### config.mk
export PLATFORM = sky130hd
export DESIGN_NAME = chan_debounce_array
export DESIGN_NICKNAME = d
export VERILOG_FILES = /design/src/rtl/chan_debounce_pkg.sv /design/src/rtl/chan_debounce_lane.sv /design/src/rtl/chan_debounce_array.sv
export SDC_FILE = /design/constraint.sdc
export NUM_CORES = 1
export LEC_CHECK = 0
export CAP_MARGIN = 25
export CORE_AREA = 2 2 89 91
export CTS_CLUSTER_SIZE = 25
export DETAILED_ROUTE_END_ITERATION = 7
export DIE_AREA = 0 0 91 93
export GPL_TIMING_DRIVEN = 0
export PLACE_DENSITY = 0.59
export SLEW_MARGIN = 20
export SYNTH_ARGS = -nofsm -noshare
export SYNTH_HDL_FRONTEND = slang
export SYNTH_HIERARCHICAL = 1
export SYNTH_SLANG_ARGS = --single-unit
### constraint.sdc
create_clock -name clk -period 2.21 [get_ports clk]
set_input_delay 0.663 -clock clk [delete_from_list [all_inputs] [get_ports clk]]
set_output_delay 0.663 -clock clk [all_outputs]
set_load 0.005 [all_outputs]
### src/rtl/chan_debounce_pkg.sv
// Shared types and default constants for the chan_debounce_array slice.
package chan_debounce_pkg;

  typedef enum logic [1:0] {
    STABLE_LO,
    PEND_HI,
    STABLE_HI,
    PEND_LO
  } deb_state_e;

  localparam int DEF_NUM_CH     = 4;
  localparam int DEF_CNT_W      = 8;
  localparam int DEF_STABLE_CYC = 16;

endpackage

### src/rtl/chan_debounce_lane.sv
// Single-channel debounce filter: y follows a after STABLE_CYC stable enabled cycles.
// Optional rise/fall pulses are built when CHAN_DEBOUNCE_EDGE_EN is defined.
module chan_debounce_lane
  import chan_debounce_pkg::*;
#(
  parameter int CNT_W      = DEF_CNT_W,
  parameter int STABLE_CYC = DEF_STABLE_CYC
) (
  input  logic clk,
  input  logic rst,
  input  logic en,
  input  logic a,
  output logic y,
  output logic chg
`ifdef CHAN_DEBOUNCE_EDGE_EN
  ,
  output logic rise,
  output logic fall
`endif
);

  if (STABLE_CYC < 1 || STABLE_CYC > (1 << CNT_W) - 1) begin : gen_bad_cfg
    $error("chan_debounce_lane: STABLE_CYC out of range for CNT_W");
  end

  // cnt is 0 in the STABLE_* states, so LAST==0 makes them toggle directly.
  localparam logic [CNT_W-1:0] LAST = CNT_W'(STABLE_CYC - 1);

  deb_state_e       state;
  logic [CNT_W-1:0] cnt;

  // NOTE: clocked state uses <= only so every lane register samples pre-edge values;
  // the reset is synchronous, hence it sits inside the clocked branch, not the sensitivity list.
  always_ff @(posedge clk) begin
    if (rst) begin
      state <= STABLE_LO;
      cnt   <= '0;
      y     <= 1'b0;
      chg   <= 1'b0;
`ifdef CHAN_DEBOUNCE_EDGE_EN
      rise  <= 1'b0;
      fall  <= 1'b0;
`endif
    end else begin
      chg  <= 1'b0;
`ifdef CHAN_DEBOUNCE_EDGE_EN
      rise <= 1'b0;
      fall <= 1'b0;
`endif
      if (en) begin
        unique case (state)
          STABLE_LO, PEND_HI: begin
            if (!a) begin
              state <= STABLE_LO;
              cnt   <= '0;
            end else if (cnt == LAST) begin
              state <= STABLE_HI;
              cnt   <= '0;
              y     <= 1'b1;
              chg   <= 1'b1;
`ifdef CHAN_DEBOUNCE_EDGE_EN
              rise  <= 1'b1;
`endif
            end else begin
              state <= PEND_HI;
              cnt   <= cnt + CNT_W'(1);
            end
          end
          STABLE_HI, PEND_LO: begin
            if (a) begin
              state <= STABLE_HI;
              cnt   <= '0;
            end else if (cnt == LAST) begin
              state <= STABLE_LO;
              cnt   <= '0;
              y     <= 1'b0;
              chg   <= 1'b1;
`ifdef CHAN_DEBOUNCE_EDGE_EN
              fall  <= 1'b1;
`endif
            end else begin
              state <= PEND_LO;
              cnt   <= cnt + CNT_W'(1);
            end
          end
          default: begin
            state <= STABLE_LO;
            cnt   <= '0;
          end
        endcase
      end
    end
  end

endmodule

### src/rtl/chan_debounce_array.sv
// N-channel debounce array: one chan_debounce_lane per channel in gen_lane[i].
// Define CHAN_DEBOUNCE_EDGE_EN to add the rise/fall pulse outputs.
module chan_debounce_array
  import chan_debounce_pkg::*;
#(
  parameter int NUM_CH     = DEF_NUM_CH,
  parameter int CNT_W      = DEF_CNT_W,
  parameter int STABLE_CYC = DEF_STABLE_CYC
) (
  input  logic              clk,
  input  logic              rst,
  input  logic              en,
  input  logic [NUM_CH-1:0] a,
  output logic [NUM_CH-1:0] y,
  output logic [NUM_CH-1:0] chg
`ifdef CHAN_DEBOUNCE_EDGE_EN
  ,
  output logic [NUM_CH-1:0] rise,
  output logic [NUM_CH-1:0] fall
`endif
);

  if (NUM_CH < 1) begin : gen_bad_ch
    $error("chan_debounce_array: NUM_CH must be at least 1");
  end

  for (genvar i = 0; i < NUM_CH; i++) begin : gen_lane
    chan_debounce_lane #(
      .CNT_W     (CNT_W),
      .STABLE_CYC(STABLE_CYC)
    ) u_lane (
      .clk (clk),
      .rst (rst),
      .en  (en),
      .a   (a[i]),
      .y   (y[i]),
      .chg (chg[i])
`ifdef CHAN_DEBOUNCE_EDGE_EN
      ,
      .rise(rise[i]),
      .fall(fall[i])
`endif
    );
  end

endmodule

Word level (Yosys, flattened, before mapping)
Index checks and enable logic that the tools add are counted.
{"block": "totals", "ram_bits": 0, "inputBits": 7, "romBits": 0, "regBits": 48, "output_inout_bits": 8, "memories": 0, "latch_bits": 0, "wordCells": 142}
{"block": "classes", "add_sub_neg": 4, "bitwise": 1, "n_eq_ne": 32, "order_cmp": 0, "reduce_logical": 17, "n_mul": 0, "mux": 72, "shift": 0, "div_mod_pow": 0}
{"operator": "two-way mux 8 bit", "count": 12}
{"operator": "case mux 8 bit (2 select lines)", "count": 4}
{"operator": "adder 8 x 1 -> 8 bit, second input constant", "count": 4}
{"operator": "== test 8 x 4 -> 1 bit, second input constant", "count": 4}
{"operator": "two-way mux 2 bit", "count": 16}
{"operator": "two-way mux 1 bit", "count": 28}
{"operator": "AND reduction 5 bit", "count": 4}
{"operator": "OR reduction 2 bit", "count": 9}
{"operator": "== test 2 bit, second input constant", "count": 8}
{"operator": "inequality test 2 x 1 -> 1 bit, second input constant", "count": 8}
{"operator": "inequality test 2 bit, second input constant", "count": 8}
{"operator": "case mux 1 bit (2 select lines)", "count": 8}
{"operator": "case mux 2 bit (2 select lines)", "count": 4}
{"operator": "== test 2 x 1 -> 1 bit, second input constant", "count": 4}
{"operator": "zero test 2 bit", "count": 4}
{"operator": "NOT 1 bit", "count": 1}

Depth between registers and ports, before layout
Gate-level depths: netlist (run 1).
{"block": "depth", "ltp_word": 4, "ltp_mapped": 5, "mapped_depth_nobuf": 5}

Modules after synthesis
The synthesis (run 1) kept the hierarchy.
{"module": "chan_debounce_lane", "seq_area_each_um2": 220.2, "area_each_um2": 571.8, "n_inst": 4, "cells_per_inst": 64}

Worst setup path before layout (run 1)
Ideal clock, no wire load.
{"block": "synth_timing", "path_kind": "input -> register", "startpoint": "input port en", "endpoint": "register gen_lane[0].u_lane.cnt[7]", "arrival_ns": 1.595, "t_required_ns": 2.136, "setup_time_ns": 0.074, "setup_slack_ns": 0.541, "cell_stages": 5, "n_path_buf": 1, "path_cell_list": "buf_4 -> inv_1 -> a2111oi_4 -> a41oi_1 -> a31oi_1"}
{"item": "start, declared", "line_no": "chan_debounce_array.sv:12", "text": "input logic en,"}
{"item": "end signal, assigned", "line_no": "chan_debounce_lane.sv:66", "text": "cnt <= cnt + CNT_W'(1);"}
{"item": "end signal, assigned", "line_no": "chan_debounce_lane.sv:83", "text": "cnt <= cnt + CNT_W'(1);"}
{"item": "end, declared", "line_no": "chan_debounce_lane.sv:30", "text": "logic [CNT_W-1:0] cnt;"}

==> flow_metrics.env, run 1 <==
export IMPL_outcome="finished, final reports clean"
export IMPL_synthesis_nets=267
export IMPL_grt_pass1_vias=1731
export IMPL_ant_nets=0
export IMPL_reg2regPathDepth=5
export IMPL_route_detailed_drc=0
export IMPL_synth_area_leader_cell="dfxtp_1"
export IMPL_setup_worst_path_end="gen_lane[1].u_lane/cnt[7]"
export IMPL_synth_cell_types=28
export IMPL_die_h_um=93
export IMPL_synthFlopType="dfxtp_1"
export IMPL_crit_fanout=8
export IMPL_r2r_end="gen_lane[1].u_lane/cnt[7]"
export IMPL_syn_area_um2=2290
export IMPL_core_um2=7530
export IMPL_final_nets=287
export IMPL_total_power_mw=1.56
export IMPL_dieArea_um2=8460
export IMPL_yosysSeqAreaShare_pct=38.5
export IMPL_cts_tree="yes"
export IMPL_via_per_inst=5.06
export IMPL_io_pins=15
export IMPL_layout_drive_gt1_share_pct=15.9
export IMPL_area_growth_pct=16.3
export IMPL_cts_sinks=44
export IMPL_cp_cell_sequence="clkdlybuf4s50_1 -> a2111oi_4 -> a41oi_1 -> a31oi_1"
export IMPL_path_delay_family="compound AO/OA/AOI/OAI gates"
export IMPL_crit_reg2reg_launch="gen_lane[1].u_lane/cnt[0]"
export IMPL_start_util_pct=30.4
export IMPL_crit_cells=4
export IMPL_place_hpwl_mm=3.11
export IMPL_fp_dieW_um=91
export IMPL_htreeDepth=2
export IMPL_cts_post_setup_buffers_inserted=0
export IMPL_cts_resized=0
export IMPL_ir_worst_vdd_uv=304
export IMPL_worst_path_max_delay_cell="clkdlybuf4s50_1"
export IMPL_ctsHoldBuffers=0
export IMPL_gr_max_usage_layer="met2"
export IMPL_yosys_warnings=6
export IMPL_port_buffers=13
export IMPL_ys_seq_elements=44
export IMPL_yosysTopAreaCellShare_pct=38.5
export IMPL_track_usage_pct=10.9
export IMPL_yosys_top_cells_count="dfxtp_1, a21oi_1, nand2_1"
export IMPL_hold_violations=0
export IMPL_synth_area_leaders="dfxtp_1, a21oi_1, a2111oi_4"
export IMPL_skew_ns=0.00698
export IMPL_worst_setup_path_start_kind="input pin"
export IMPL_cts_made_buffers=5
export IMPL_async_flop_share_pct=0
export IMPL_use_met3_pct=2.58
export IMPL_crit_start="rst"
export IMPL_reg2reg_slack_ns=0.42
export IMPL_p_leak_nw=0.951
export IMPL_fin_area_um2=2660
export IMPL_synth_edff_count=0
export IMPL_grt_pass1_wl_mm=7.62
export IMPL_route_vias_total=1918
export IMPL_wirelength_mm=4.44
export IMPL_use_met1_pct=14.1
export IMPL_fin_util_pct=35.3
export IMPL_min_period_ns=2.05
export IMPL_cp_arrival_ns=2.28
export IMPL_n_antenna_cell=0
export IMPL_worstSetupPathType="in2reg"
export IMPL_first_pass_iters=4
export IMPL_setup_slack_ns=0.163
export IMPL_cts_root_buffer="clkbuf_8"
export IMPL_setup_viol=0
export IMPL_drv_cap=0
export IMPL_path_clk_slew_ns=0.09
export IMPL_worst_path_buf_inv=1
export IMPL_pre_cts_ws_ns=-0.176
export IMPL_min_period_over_period_pct=92.6
export IMPL_slew_violations=0
export IMPL_rows=32
export IMPL_place_gp_congestion=0.753
export IMPL_routedWlPerCell_um=11.7
export IMPL_slew_headroom_pct=58.2
export IMPL_p_per_area_nw_per_um2=586
export IMPL_dpl_cell_area_um2=2540
export IMPL_max_freq_ghz=0.488
export IMPL_synthCells=256
export IMPL_grt_util_met2_pct=17.2
export IMPL_hold_path_class="reg2reg"
export IMPL_end_kind="flip-flop"
export IMPL_grt_antenna_before_repair=0
export IMPL_clk_latency_ns=0.31
export IMPL_drt_iter0_drc=21
export IMPL_worstPathRequired_ns=2.45
export IMPL_yosysMostFrequentCell="dfxtp_1"
export IMPL_avgSynthCellArea_um2=8.93
export IMPL_grt_max_degree=16
export IMPL_grt_ovfl_total=0
export IMPL_rsz0062_at_grt="no"
export IMPL_cts_buffer_depth=2
export IMPL_slowest_delay_ns=0.68
export IMPL_worstMarginPinSlew_ns=0.622
## worst register-to-register path, cell delays in order, from the launching register on
cell and delay, ns:
dfxtp_1 0.36, ha_1 0.26, and4b_4 0.22, a2111oi_4 0.52, a41oi_1 0.18, a31oi_1 0.19
## state kept, by name, summed over array words and instances (netlist names)
register	count
gen_lane.u_lane/cnt	32
gen_lane.u_lane/chg	4
gen_lane.u_lane/state	4
gen_lane.u_lane/y	4
## placed cells by master (no fill, tap or decap), types with 5 or more instances in the layout
cell	count
inv_1	8
clkdlybuf4s50_1	13
nand3b_1	8
a21oi_1	24
xnor2_1	8
dfxtp_1	44
a31oi_1	12
nor2_1	16
o21ai_0	12
clkbuf_8	5
and3_1	8
nand2_1	24
nand3_1	20
a22o_2	8
## metal layers
layer / wire length, um / part of all wire, %
met2: 1860 / 42
met1: 2340 / 53
met5: 0 / 0
met4: 92 / 2.1
met3: 142 / 3.2
## report_power, final
| part | switching, mW | internal [mW] |
|---|---|---|
| registers | 0.00632 | 0.798 |
| clock network | 0.308 | 0.341 |
| logic | 0.0635 | 0.0423 |
## logic make-up after synthesis
logic type,share of synthesized area [%]
AND/OR/NAND/NOR,26.3
AO/OA/AOI/OAI,23.2
flip-flops,38.5
buffers and inverters,3.50
XOR/XNOR,4.60
multiplexers,1.75
adder cells (fa/ha/maj),2.19
## through the flow
step | setup TNS (ns) | hold slack, ns | cells
2_1_floorplan | 0 | 0.450 | 256
3_3_place_gp | -1.69 | 0.469 | 371
3_5_place_dp | -1.55 | 0.469 | 371
4_1_cts | 0 | 0.492 | 379
5_1_grt | 0 | 0.502 | 379
6_report | 0 | 0.486 | 379
## area by class of cell
type / count / area [um2]
buffer: 8 / 50.0
clock buffer: 5 / 68.8
clock inverter: 3 / 46.3
fill: 800 / 4870
inverter: 8 / 30.0
multi-input combinational: 196 / 1330
sequential: 44 / 881
tap: 102 / 128
timing repair buffer: 13 / 130
## how the worst min path moves through the flow
stage                               from                        end  depth (start not counted)
3_3_place_gp   gen_lane[2].u_lane/cnt[7]  gen_lane[2].u_lane/cnt[7]                          1
6_report       gen_lane[2].u_lane/cnt[7]  gen_lane[2].u_lane/cnt[7]                          1
4_1_cts        gen_lane[2].u_lane/cnt[7]  gen_lane[2].u_lane/cnt[7]                          1
2_1_floorplan  gen_lane[0].u_lane/cnt[7]  gen_lane[0].u_lane/cnt[7]                          1
5_1_grt        gen_lane[2].u_lane/cnt[7]  gen_lane[2].u_lane/cnt[7]                          1
3_5_place_dp   gen_lane[3].u_lane/cnt[7]  gen_lane[3].u_lane/cnt[7]                          1
Note: power is estimated with default switching activity, not from simulation.
==> run 2: changes to the inputs <==
--- a/config.mk
+++ b/config.mk
@@ -5,13 +5,13 @@
 export SDC_FILE = /design/constraint.sdc
 export NUM_CORES = 1
 export LEC_CHECK = 0
-export CAP_MARGIN = 25
-export CORE_AREA = 2 2 89 91
+export CAP_MARGIN = 20
+export CORE_AREA = 2 2 73 75
 export CTS_CLUSTER_SIZE = 25
 export DETAILED_ROUTE_END_ITERATION = 7
-export DIE_AREA = 0 0 91 93
+export DIE_AREA = 0 0 75 77
 export GPL_TIMING_DRIVEN = 0
-export PLACE_DENSITY = 0.59
+export PLACE_DENSITY = 0.77
 export SLEW_MARGIN = 20
 export SYNTH_ARGS = -nofsm -noshare
 export SYNTH_HDL_FRONTEND = slang
==> run 2 against run 1 <==
Effect of this change:
- clock power fell by 20%
- utilization rose by 17 points
- routed wire length fell by 1.1%
- die area fell by 32%
- worst hold slack improved by 0.0027 ns
- maximum frequency fell by 1.4%
- critical path depth rose by 1
- setup slack got worse by 0.028 ns
- total power fell by 8.0%
- clock skew rose by 0.0023 ns
- sequential share of layout area rose by 0.60 points
- critical endpoint is now gen_lane[1].u_lane/cnt[3]
- highest routed layer unchanged
==> flow_metrics.env, run 2 (same netlist as run 1, synthesis figures left out) <==
export IMPL_grt_max_degree=14
export IMPL_rows=26
export IMPL_outcome="finished, final reports clean"
export IMPL_hold_path_class="reg2reg"
export IMPL_route_vias_total=1960
export IMPL_die_h_um=77
export IMPL_place_gp_congestion=0.853
export IMPL_grt_pass1_wl_mm=7.87
export IMPL_ctsHoldBuffers=0
export IMPL_grt_ovfl_total=0
export IMPL_drt_iter0_drc=117
export IMPL_p_per_area_nw_per_um2=549
export IMPL_grt_pass1_vias=1820
export IMPL_slew_violations=0
export IMPL_cp_arrival_ns=2.33
export IMPL_ir_worst_vdd_uv=342
export IMPL_slew_headroom_pct=55.8
export IMPL_cts_sinks=44
export IMPL_area_growth_pct=14.2
export IMPL_min_period_ns=2.08
export IMPL_setup_slack_ns=0.135
export IMPL_reg2reg_slack_ns=0.46
export IMPL_cts_made_buffers=5
export IMPL_worst_setup_path_start_kind="input pin"
export IMPL_cts_root_buffer="clkbuf_8"
export IMPL_hold_violations=0
export IMPL_cts_tree="yes"
export IMPL_dieArea_um2=5780
export IMPL_layout_common_cells="dfxtp_1, nand2_1, a21oi_1"
export IMPL_layout_commonest_cell="dfxtp_1"
export IMPL_p_leak_nw=0.957
export IMPL_rsz0062_at_grt="no"
export IMPL_drv_cap=0
export IMPL_start_util_pct=46.0
export IMPL_grt_util_met2_pct=26.8
export IMPL_layout_drive_gt1_share_pct=16.5
export IMPL_place_hpwl_mm=3.13
export IMPL_largest_reg_flops=32
export IMPL_gr_max_usage_layer="met2"
export IMPL_worstSetupPathType="in2reg"
export IMPL_n_antenna_cell=0
export IMPL_use_met3_pct=3.15
export IMPL_path_clk_slew_ns=0.08
export IMPL_grt_antenna_before_repair=0
export IMPL_end_kind="flip-flop"
export IMPL_dpl_cell_area_um2=2500
export IMPL_clk_latency_ns=0.30
export IMPL_fin_area_um2=2610
export IMPL_final_nets=288
export IMPL_use_met1_pct=22.2
export IMPL_routedWlPerCell_um=12.6
export IMPL_cts_buffer_depth=2
export IMPL_setup_viol=0
export IMPL_min_period_over_period_pct=93.9
export IMPL_via_per_inst=5.63
export IMPL_io_pins=15
export IMPL_port_buffers=13
export IMPL_worstPathRequired_ns=2.46
export IMPL_largest_register="gen_lane.u_lane/cnt"
export IMPL_worstMarginPinSlew_ns=0.658
export IMPL_tns_ns=0
export IMPL_core_um2=4980
export IMPL_crit_fanout=8
export IMPL_route_detailed_drc=0
export IMPL_whs_ns=0.488
export IMPL_pre_cts_ws_ns=-0.159
export IMPL_ant_nets=0
export IMPL_track_usage_pct=16.9
export IMPL_htreeDepth=2
export IMPL_fp_dieW_um=75
export IMPL_total_power_mw=1.43
export IMPL_max_freq_ghz=0.482
export IMPL_wirelength_mm=4.39
export IMPL_first_pass_iters=4
export IMPL_skew_ns=0.00931
[run 2: cell count changes in the layout (fill, tap and decap cells not counted), sizes merged]
| cell | before | now |
|---|---|---|
| buf | 8 | 9 |
| bufinv | 1 | 0 |
| clkbuf | 5 | 6 |
| clkinv | 0 | 2 |
| clkinvlp | 1 | 0 |
| inv | 9 | 8 |
[run 2: routing by layer]
| layer | wire [um] | vias to the layer above |
|---|---|---|
| li1 | - | 988 |
| met1 | 2070 | 926 |
| met2 | 2110 | 39 |
| met3 | 136 | 7 |
| met4 | 70 | 0 |
| met5 | 0 | - |
[run 2: through the flow]
step | cells | utilization [%]
2_1_floorplan | 256 | -
3_3_place_gp | 339 | 50.3
3_5_place_dp | 339 | 50.3
4_1_cts | 347 | 52.2
5_1_grt | 348 | 52.5
6_report | 348 | 52.5
[run 2: path summary, 6_finish.rpt]
kind              cells after the start                      start                   endpoint
setup / recovery                      5                        rst  gen_lane[1].u_lane/cnt[3]
hold reg to reg                       1  gen_lane[2].u_lane/cnt[7]  gen_lane[2].u_lane/cnt[7]
hold / removal                        1  gen_lane[2].u_lane/cnt[7]  gen_lane[2].u_lane/cnt[7]
setup reg to reg                      5  gen_lane[0].u_lane/cnt[0]  gen_lane[0].u_lane/cnt[7]
[run 2: where the power goes]
group / total, mW / internal [mW] / switching (mW)
clock network: 0.521 / 0.250 / 0.272
logic: 0.108 / 0.0436 / 0.0646
registers: 0.804 / 0.798 / 0.00620
[run 2: repair_timing]
action                     in CTS  in global routing
gates resized for setup         0                  1
setup endpoints to repair       0                  1
setup buffers                   0                  1
[run 2: critical path: stages]
cell and delay [ns]:
clkdlybuf4s50_1 0.69, a2111oi_4 0.56, buf_4 0.19, a21o_1 0.10, a22o_2 0.11
[run 2: cell type report]
cell class	instances	area (um2)
fill	470	2360
tap	70	87.6
sequential	44	881
timing repair buffer	14	138
multi-input combinational	196	1330
inverter	8	30.0
buffer	8	50.0
clock inverter	2	10.0
clock buffer	6	82.6
==> run 3: changes to the inputs <==
--- a/config.mk
+++ b/config.mk
@@ -5,8 +5,8 @@
 export SDC_FILE = /design/constraint.sdc
 export NUM_CORES = 1
 export LEC_CHECK = 0
-export CAP_MARGIN = 20
 export CORE_AREA = 2 2 73 75
+export CTS_CLUSTER_DIAMETER = 30
 export CTS_CLUSTER_SIZE = 25
 export DETAILED_ROUTE_END_ITERATION = 7
 export DIE_AREA = 0 0 75 77
==> results of run 3 <==
Final layout, timing and power as in run 2 (identical DEF).
